**src/rtl/psec5_spi_pkg.sv**
```systemverilog
// Shared types and constants for the PSEC5 SPI host controller.
// Register map and instruction codes mirror the slave's configuration space.
package psec5_spi_pkg;

    typedef enum logic [2:0] {
        ST_IDLE,
        ST_PRE,
        ST_ADDR,
        ST_WLOAD,
        ST_DATA,
        ST_TAIL
    } state_t;

    localparam int PRE_PULSES = 8;
    localparam int BYTE_BITS  = 8;

    localparam logic [7:0] REG_TCM        = 8'd1;
    localparam logic [7:0] REG_INST       = 8'd2;
    localparam logic [7:0] REG_MODE       = 8'd3;
    localparam logic [7:0] REG_RD_FIRST   = 8'd4;
    localparam logic [7:0] REG_RD_LAST    = 8'd59;
    localparam logic [7:0] REG_PLL_LOCKED = 8'd60;
    localparam logic [7:0] REG_DISC_POL   = 8'd61;
    localparam logic [7:0] REG_VCO        = 8'd62;
    localparam logic [7:0] REG_PLL_DIV    = 8'd63;
    localparam logic [7:0] REG_SLOW       = 8'd64;
    localparam logic [7:0] REG_TRIG_DLY   = 8'd65;

    localparam logic [7:0] INST_RST       = 8'd1;
    localparam logic [7:0] INST_READOUT   = 8'd2;
    localparam logic [7:0] INST_START     = 8'd3;

endpackage

```
**src/rtl/psec5_spi_bit_timer.sv**
```systemverilog
// Divides clk into bit slots of 2*HALF cycles (low phase first, then high phase).
// phase_high describes the cycle after the current edge so pin flops can be loaded directly.
module psec5_spi_bit_timer #(
    parameter int HALF = 1
) (
    input  logic clk,
    input  logic rst,
    input  logic en,
    input  logic clr,
    output logic phase_high,
    output logic slot_end,
    output logic sample
);

    localparam int SLOT = 2 * HALF;
    localparam int CW   = $clog2(SLOT);

    logic [CW-1:0] cnt;
    logic [CW-1:0] cnt_next;

    always_comb begin
        slot_end = en && (cnt == CW'(SLOT - 1));
        sample   = slot_end;
        cnt_next = cnt;
        if (clr) begin
            cnt_next = '0;
        end else if (en) begin
            cnt_next = slot_end ? '0 : cnt + CW'(1);
        end
        phase_high = en && (cnt_next >= CW'(HALF));
    end

    always_ff @(posedge clk) begin
        if (rst) begin
            cnt <= '0;
        end else begin
            cnt <= cnt_next;
        end
    end

endmodule

```
**src/rtl/psec5_spi_master.sv**
```systemverilog
// Host-side SPI controller: turns one command into a full PSEC5 slave frame
// (preamble, address byte, N data bytes, optional instruction-firing tail pulses).
module psec5_spi_master
    import psec5_spi_pkg::*;
#(
    parameter int HALF  = 1,
    parameter int LEN_W = 7
) (
    input  logic             clk,
    input  logic             rst,
    input  logic             cmd_valid,
    output logic             cmd_ready,
    input  logic [7:0]       cmd_addr,
    input  logic             cmd_write,
    input  logic [LEN_W-1:0] cmd_len,
    input  logic [3:0]       cmd_tail,
    input  logic [7:0]       wdata,
    input  logic             wdata_valid,
    output logic             wdata_ready,
    output logic [7:0]       rdata,
    output logic             rdata_valid,
    output logic             done,
    output logic             sclk,
    output logic             iclk,
    output logic             serial_in,
    input  logic             serial_out
);

    state_t           state;
    state_t           end_state;
    logic [7:0]       addr_q;
    logic             write_q;
    logic [LEN_W-1:0] len_q;
    logic [3:0]       tail_q;
    logic [2:0]       bit_cnt;
    logic [LEN_W-1:0] byte_cnt;
    logic [3:0]       tail_cnt;
    logic [7:0]       tx_shift;
    logic [7:0]       rx_shift;
    logic             timer_en;
    logic             phase_high;
    logic             slot_end;
    logic             sample;
    logic             last_bit;
    logic             last_byte;

    always_comb begin
        timer_en    = state inside {ST_PRE, ST_ADDR, ST_DATA, ST_TAIL};
        cmd_ready   = (state == ST_IDLE);
        wdata_ready = (state == ST_WLOAD) && wdata_valid;
        last_bit    = (bit_cnt == 3'(BYTE_BITS - 1));
        last_byte   = (byte_cnt == len_q - LEN_W'(1));
        end_state   = (tail_q == 4'd0) ? ST_IDLE : ST_TAIL;
    end

    // Held cleared outside active slots, so a WLOAD stall restarts the next slot cleanly.
    psec5_spi_bit_timer #(.HALF(HALF)) u_timer (
        .clk        (clk),
        .rst        (rst),
        .en         (timer_en),
        .clr        (!timer_en),
        .phase_high (phase_high),
        .slot_end   (slot_end),
        .sample     (sample)
    );

    always_ff @(posedge clk) begin
        if (rst) begin
            state       <= ST_IDLE;
            addr_q      <= '0;
            write_q     <= 1'b0;
            len_q       <= '0;
            tail_q      <= '0;
            bit_cnt     <= '0;
            byte_cnt    <= '0;
            tail_cnt    <= '0;
            tx_shift    <= '0;
            rx_shift    <= '0;
            rdata       <= '0;
            rdata_valid <= 1'b0;
            done        <= 1'b0;
            sclk        <= 1'b0;
            iclk        <= 1'b0;
            serial_in   <= 1'b0;
        end else begin
            done        <= 1'b0;
            rdata_valid <= 1'b0;
            // The preamble pulses iclk alone; every other slot pulses both clocks.
            sclk        <= phase_high && (state != ST_PRE);
            iclk        <= phase_high;
            if (sample && state == ST_DATA) begin
                rx_shift <= {rx_shift[6:0], serial_out};
            end

            case (state)
                ST_IDLE: begin
                    if (cmd_valid) begin
                        addr_q    <= cmd_addr;
                        write_q   <= cmd_write;
                        len_q     <= cmd_len;
                        tail_q    <= cmd_tail;
                        bit_cnt   <= '0;
                        byte_cnt  <= '0;
                        tail_cnt  <= '0;
                        rx_shift  <= '0;
                        serial_in <= 1'b0;
                        state     <= ST_PRE;
                    end
                end
                ST_PRE: begin
                    if (slot_end) begin
                        if (bit_cnt == 3'(PRE_PULSES - 1)) begin
                            bit_cnt   <= '0;
                            tx_shift  <= addr_q;
                            serial_in <= addr_q[7];
                            state     <= ST_ADDR;
                        end else begin
                            bit_cnt <= bit_cnt + 3'd1;
                        end
                    end
                end
                ST_ADDR: begin
                    if (slot_end) begin
                        if (!last_bit) begin
                            bit_cnt   <= bit_cnt + 3'd1;
                            tx_shift  <= {tx_shift[6:0], 1'b0};
                            serial_in <= tx_shift[6];
                        end else begin
                            bit_cnt   <= '0;
                            serial_in <= 1'b0;
                            tx_shift  <= '0;
                            if (len_q == '0) begin
                                state <= end_state;
                                done  <= (tail_q == 4'd0);
                            end else begin
                                state <= write_q ? ST_WLOAD : ST_DATA;
                            end
                        end
                    end
                end
                ST_WLOAD: begin
                    if (wdata_valid) begin
                        tx_shift  <= wdata;
                        serial_in <= wdata[7];
                        state     <= ST_DATA;
                    end
                end
                ST_DATA: begin
                    if (slot_end) begin
                        if (!last_bit) begin
                            bit_cnt   <= bit_cnt + 3'd1;
                            tx_shift  <= {tx_shift[6:0], 1'b0};
                            serial_in <= tx_shift[6];
                        end else begin
                            bit_cnt   <= '0;
                            serial_in <= 1'b0;
                            tx_shift  <= '0;
                            if (!write_q) begin
                                rdata       <= {rx_shift[6:0], serial_out};
                                rdata_valid <= 1'b1;
                            end
                            if (last_byte) begin
                                state <= end_state;
                                done  <= (tail_q == 4'd0);
                            end else begin
                                byte_cnt <= byte_cnt + LEN_W'(1);
                                state    <= write_q ? ST_WLOAD : ST_DATA;
                            end
                        end
                    end
                end
                ST_TAIL: begin
                    if (slot_end) begin
                        if (tail_cnt == tail_q - 4'd1) begin
                            state <= ST_IDLE;
                            done  <= 1'b1;
                        end else begin
                            tail_cnt <= tail_cnt + 4'd1;
                        end
                    end
                end
                default: state <= ST_IDLE;
            endcase
        end
    end

endmodule

```
**config.mk**
```make
export PLATFORM = sky130hd
export DESIGN_NAME = psec5_spi_master
export DESIGN_NICKNAME = d
export VERILOG_FILES = /design/src/rtl/psec5_spi_pkg.sv /design/src/rtl/psec5_spi_bit_timer.sv /design/src/rtl/psec5_spi_master.sv
export SDC_FILE = /design/constraint.sdc
export NUM_CORES = 1
export LEC_CHECK = 0
export ABC_AREA = 1
export CORE_ASPECT_RATIO = 1.5
export CORE_MARGIN = 4
export CORE_UTILIZATION = 49
export CTS_BUF_LIST = sky130_fd_sc_hd__clkbuf_16
export DETAILED_ROUTE_END_ITERATION = 7
export PLACE_DENSITY = 0.8
export SLEW_MARGIN = 25
export SYNTH_ARGS = -nofsm -noshare
export SYNTH_HDL_FRONTEND = slang
export SYNTH_SLANG_ARGS = --single-unit
```
**constraint.sdc**
```tcl
create_clock -name clk -period 1.8 [get_ports clk]
set_clock_uncertainty 0.1 [all_clocks]
set_input_delay 0.36 -clock clk [delete_from_list [all_inputs] [get_ports clk]]
set_output_delay 0.36 -clock clk [all_outputs]
set_load 0.01 [all_outputs]
```
## After elaboration in Yosys (flattened, before gate mapping)

Cells that the tools add are included.

| cells by class | value |
|---|---|
| $add $sub $neg | 6 |
| muxes and demuxes | 56 |
| $lt $le $gt $ge | 1 |
| bitwise logic cells | 4 |
| equality and inequality tests | 23 |
| reductions and logical operators | 25 |

Operators by type and width:

| cell | count |
|---|---|
| 7-bit two-way mux | 9 |
| 3-bit two-way mux | 17 |
| 8-bit two-way mux | 3 |
| 2-bit != test, second input constant | 11 |
| 7-bit one-hot mux with 3 select lines | 1 |
| 3-bit one-hot mux with 6 select lines | 1 |
| 1-bit two-way mux | 17 |
| 7-bit one-hot mux with 2 select lines | 1 |
| 4-bit two-way mux | 3 |
| 10-bit AND reduction | 1 |
| 5-bit AND reduction | 2 |
| 3-bit equality test, second input constant | 3 |
| 4-bit one-hot mux with 2 select lines | 1 |
| 4-bit AND reduction | 2 |
| 4-bit nonzero test | 2 |
| 7-bit by 1-bit adder with 7-bit output, second input constant | 1 |
| 7-bit equality test | 1 |
| 7-bit logical NOT | 1 |
| 7-bit by 1-bit subtractor with 7-bit output, second input constant | 1 |
| 3-bit by 2-bit equality test with 1-bit output, second input constant | 2 |
| 2-bit by 1-bit != test with 1-bit output, second input constant | 3 |
| 3-bit one-hot mux with 2 select lines | 1 |
| 6-bit AND reduction | 1 |
| 2-bit nonzero test | 3 |
| 20 further kinds | 27 |

| storage, ports and cells | value |
|---|---|
| bits in registers | 66 |
| output and inout bits | 15 |
| bits of input ports | 33 |
| word-level logic and storage cells | 132 |

## Depth between registers and ports, before layout

| depth | value |
|---|---|
| word-level depth | 8 |
| gate-level depth with buffers | 18 |
| mapped depth without buffers | 18 |

## Cells and area by module

Synthesis repeated with hierarchy kept, for this count alone.

| unflattened totals | value |
|---|---|
| cell total of the unflattened synthesis | 481 |
| area total of the unflattened synthesis | 3,354.5 um^2 |

By module, submodules not included:

| module | cells each | area each (um^2) | instances | seq. area each (um^2) |
|---|---|---|---|---|
| psec5_spi_master | 473 | 3,295.7 | 1 | 1,281.2 |
| psec5_spi_bit_timer | 8 | 58.8 | 1 | 20.0 |

## Least setup slack after synthesis

Ideal clock, no wire load.

| path | value |
|---|---|
| kind | reg-to-reg |
| start point | register tail_q[0] |
| end point | register tail_cnt[1] |
| period minus slack after synthesis | 1.808 ns |
| arrival time | 1.592 ns |
| library setup time | 0.116 ns |
| required time | 1.584 ns |
| path slack | -0.008 ns |
| stages on the path, launching flop included | 11 |
| path buffers | 0 |
| cells stage by stage | dfxtp_1 -> inv_1 -> ha_1 -> xor2_1 -> o21ai_0 -> o31ai_2 -> nand2_1 -> nand2_1 -> nand2_1 -> o21ai_0 -> nor2_1 |

| between the ends | value |
|---|---|
| word-level cells in the longest chain between the ends | 4 |

Ends and longest elaborated chain:

| element | RTL line | RTL |
|---|---|---|
| start, declared | psec5_spi_master.sv:34 | `logic [3:0] tail_q;` |
| start signal, assigned | psec5_spi_master.sv:101 | `tail_q <= cmd_tail;` |
| 4-bit by 1-bit subtractor with 4-bit output | psec5_spi_master.sv:174 | `if (tail_cnt == tail_q - 4'd1) begin` |
| 4-bit equality test | psec5_spi_master.sv:174 |  |
| 2-bit != test (no line) | -- |  |
| 4-bit AND reduction (no line) | -- |  |
| end signal, assigned | psec5_spi_master.sv:178 | `tail_cnt <= tail_cnt + 4'd1;` |
| end, declared | psec5_spi_master.sv:37 | `logic [3:0] tail_cnt;` |

No other way between the ends.
A chain may end at the register's enable or synchronous reset.

## Worst setup path in the final report

| path | value |
|---|---|
| start point | register tail_q[0] |
| end point | register state[1] |

| between the ends | value |
|---|---|
| word-level cells in the longest chain between the ends | 4 |

Ends and longest elaborated chain:

| element | RTL line | RTL |
|---|---|---|
| 4-bit by 1-bit subtractor with 4-bit output | psec5_spi_master.sv:174 |  |
| 4-bit equality test | psec5_spi_master.sv:174 |  |
| 2-bit by 1-bit != test with 1-bit output (no line) | -- |  |
| 10-bit AND reduction (no line) | -- |  |
| end signal, assigned | psec5_spi_master.sv:136 | `state <= write_q ? ST_WLOAD : ST_DATA;` |
| end signal, assigned | psec5_spi_master.sv:163 | `state <= end_state;` |
| end signal, assigned | psec5_spi_master.sv:167 | `state <= write_q ? ST_WLOAD : ST_DATA;` |
| end, declared | psec5_spi_master.sv:29 | `state_t state;` |

No other way between the ends.

==> reports/results.ini <==
[detailed_routing]
vias=3402
dr.pass1.iters=5
wire_per_inst_um=14.3
viasPerCell=5.30
wl_um=9200
dr.first_iter.drc_count=174
ant_nets=0
route.detailed.drc=0

[final_layout]
drive_gt1_frac=0.284
layoutNonFillerInstCount=642
final_nets=600
area_growth_pct=40.8
antenna_cells=0
finalInstanceArea_um2=4730

[status]
outcome=complete, but fails checks
violations=setup timing

[power]
power.density_nw_per_um2=1440
p_leak_nw=1.94
ir_worst_vdd_uv=748

[synthesis]
synth_area_leaders=dfxtp_1 38%, nand2_1 8.8%, a21oi_1 7.7%, o21ai_0 6.7%, inv_1 6.3%
synth.most_common_cell=nand2_1
yosysTopAreaCell=dfxtp_1
ys_ff_latch=64
synthesis.instances=473
ys_seq_area_frac=0.382
syn_avg_cell_area_um2=7.10
synth_edf_count=0
synth_nets=512
async_flop_share=0
netlist.area_leader.share=0.382
yosysWarnings=0
yosysUniqueCellTypes=41
syn_area_um2=3360
ys.flop_type=dfxtp_1
yosys-top-cells-count=79 x nand2_1, 64 x dfxtp_1, 56 x inv_1, 52 x a21oi_1, 48 x nor2_1

[grt]
antenna_found_initial=0
grt-ovfl-total=0
grt_use_total=0.230
grt_max_degree=31
grt_pass1_vias=3448
grt_pass1_wl_um=14700

[worst_setup_path]
startpoint_type=register
critPathKind=reg2reg
crit_chain=inv_2, ha_4, inv_2, nor2_1, inv_1, nand2_1, nand2_1, nand3_2, o31ai_4, nand2_1, nor2_2, nand2_1, a21oi_2
required_ns=1.96
crit_path_max_incr_delay_ns=0.33
endpoint_kind=register
arrival_ns=2.00
path_max_fanout=3
crit_top_cell=nand2_1
path_delay_family=simple AND/OR/NAND/NOR gates
cpMaxStageDelayCell=dfxtp_2
cp.buffers_inverters=3

[clocking]
htreeDepth=3
cts_buffer_depth=2
clkTransAtPathRegs_ns=0.06
clkSinkCount=64
hold_buffers=0
cts_root_buffer=clkbuf_16
cts_tree=built
clk_latency_ns=0.33
cts-buffers-inserted=9

[timing]
worst_slew_pin_slew_ns=0.287
final.period_utilization=1.03
drv_slew=0
period_needed_ns=1.85
maxSlewHeadroom=0.808
setup_viol=4
max_freq_mhz=542
rsz0062_at_grt=true
hold_violations=0
setup_ws_ns=-0.0458

[floorplanning]
die_area_um2=8270
ios=48
die_w_um=75.6
die_h_um=109
core-area_um2=6580
start_util=0.511
rows=36

[placement]
placed_cells=620
hpwlAfterDp_um=6410
io_buffer_count=47
placed_area_um2=4150
place_ws_ns=-0.187
gp_routability_congestion=0.903

[min_path]
worstHoldPathType=reg2reg

[run]
drv_cap=0

[report_power, final]
part	total, mW	switching, mW	internal [mW]	leakage (nW)
logic	3.20	1.87	1.33	1.28
clock network	1.62	0.678	0.942	0.130
registers	1.99	0.269	1.72	0.526
[final timing paths]
| kind | start | end | slack (ns) | cells after the start |
|---|---|---|---|---|
| worst max-delay path | tail_q[0] | state[1] | -0.05 | 13 |
| worst min-delay path | tx_shift[1] | tx_shift[1] | 0.35 | 2 |
| worst max register to register | tail_q[0] | state[1] | -0.05 | 13 |
| worst min register to register | tx_shift[1] | tx_shift[1] | 0.35 | 2 |
[cells in the final DEF, fill, tap and decap left out, drive strengths merged, types with 3 or more instances in the layout]
| cell type | n |
|---|---|
| nand2 | 89 |
| o211ai | 5 |
| clkdlybuf4s50 | 45 |
| dfxtp | 64 |
| ha | 6 |
| nand3 | 34 |
| inv | 75 |
| clkbuf | 10 |
| xor2 | 8 |
| nor3 | 5 |
| o21ai | 52 |
| buf | 41 |
| a21oi | 53 |
| a211oi | 3 |
| nor2 | 60 |
[stage by stage]
| stage | setup TNS [ns] | util | hold slack, ns | power, mW |
|---|---|---|---|---|
| 6_report | -0.120 | 0.719 | 0.351 | 6.81 |
| 5_1_grt | -1.79 | 0.719 | 0.371 | 7.23 |
| 4_1_cts | -0.218 | 0.692 | 0.348 | 6.43 |
| 3_5_place_dp | -2.28 | 0.630 | 0.339 | 4.54 |
| 3_3_place_gp | -1.17 | 0.630 | 0.334 | 4.44 |
| 2_1_floorplan | 0 | - | 0.324 | 3.70 |
[worst min-delay path, stage by stage (launching register included)]
cell     delay [ns]
dfxtp_1        0.31
inv_1          0.05
a21oi_1        0.05
[flip-flops by register name, summed over array words and instances (netlist names)]
signal / count
serial_in: 1
tail_cnt: 4
bit_cnt: 3
sclk: 1
len_q: 7
write_q: 1
rx_shift: 7
state: 3
done: 1
u_timer.cnt: 1
rdata_valid: 1
byte_cnt: 7
rdata: 8
addr_q: 8
tx_shift: 7
tail_q: 4
[cells by family after synthesis]
logic type / after synthesis / synth area share
xor+xnor: 8 / 0.0209
buf+inv: 84 / 0.103
flops: 64 / 0.382
fa+ha+maj: 6 / 0.0224
simple gates: 194 / 0.277
compound gates: 117 / 0.195
[metal layers]
metal  up-vias  global-route usage  part of all wire
met5         -                   0                 0
met4         0               0.110             0.029
met3        25              0.0567             0.035
met2        98               0.427              0.56
met1      1567               0.229              0.37
li1       1712                   -                 -
[area by class of cell]
class | instances | area [µm²]
Timing Repair Buffer | 88 | 806
Multi-Input combinational cell | 326 | 1980
Tap cell | 76 | 95.1
Sequential cell | 64 | 1300
Clock inverter | 7 | 53.8
Clock buffer | 9 | 225
Inverter | 72 | 275
Fill cell | 484 | 1850
[what timing repair did]
action                                  CTS  global route
buffers inserted                          4             1
pin swaps                                15            14
gates cloned                              0             1
endpoints found under the setup margin   19            24
gates resized for setup                  38            44
(Power assumes the default switching activity.)
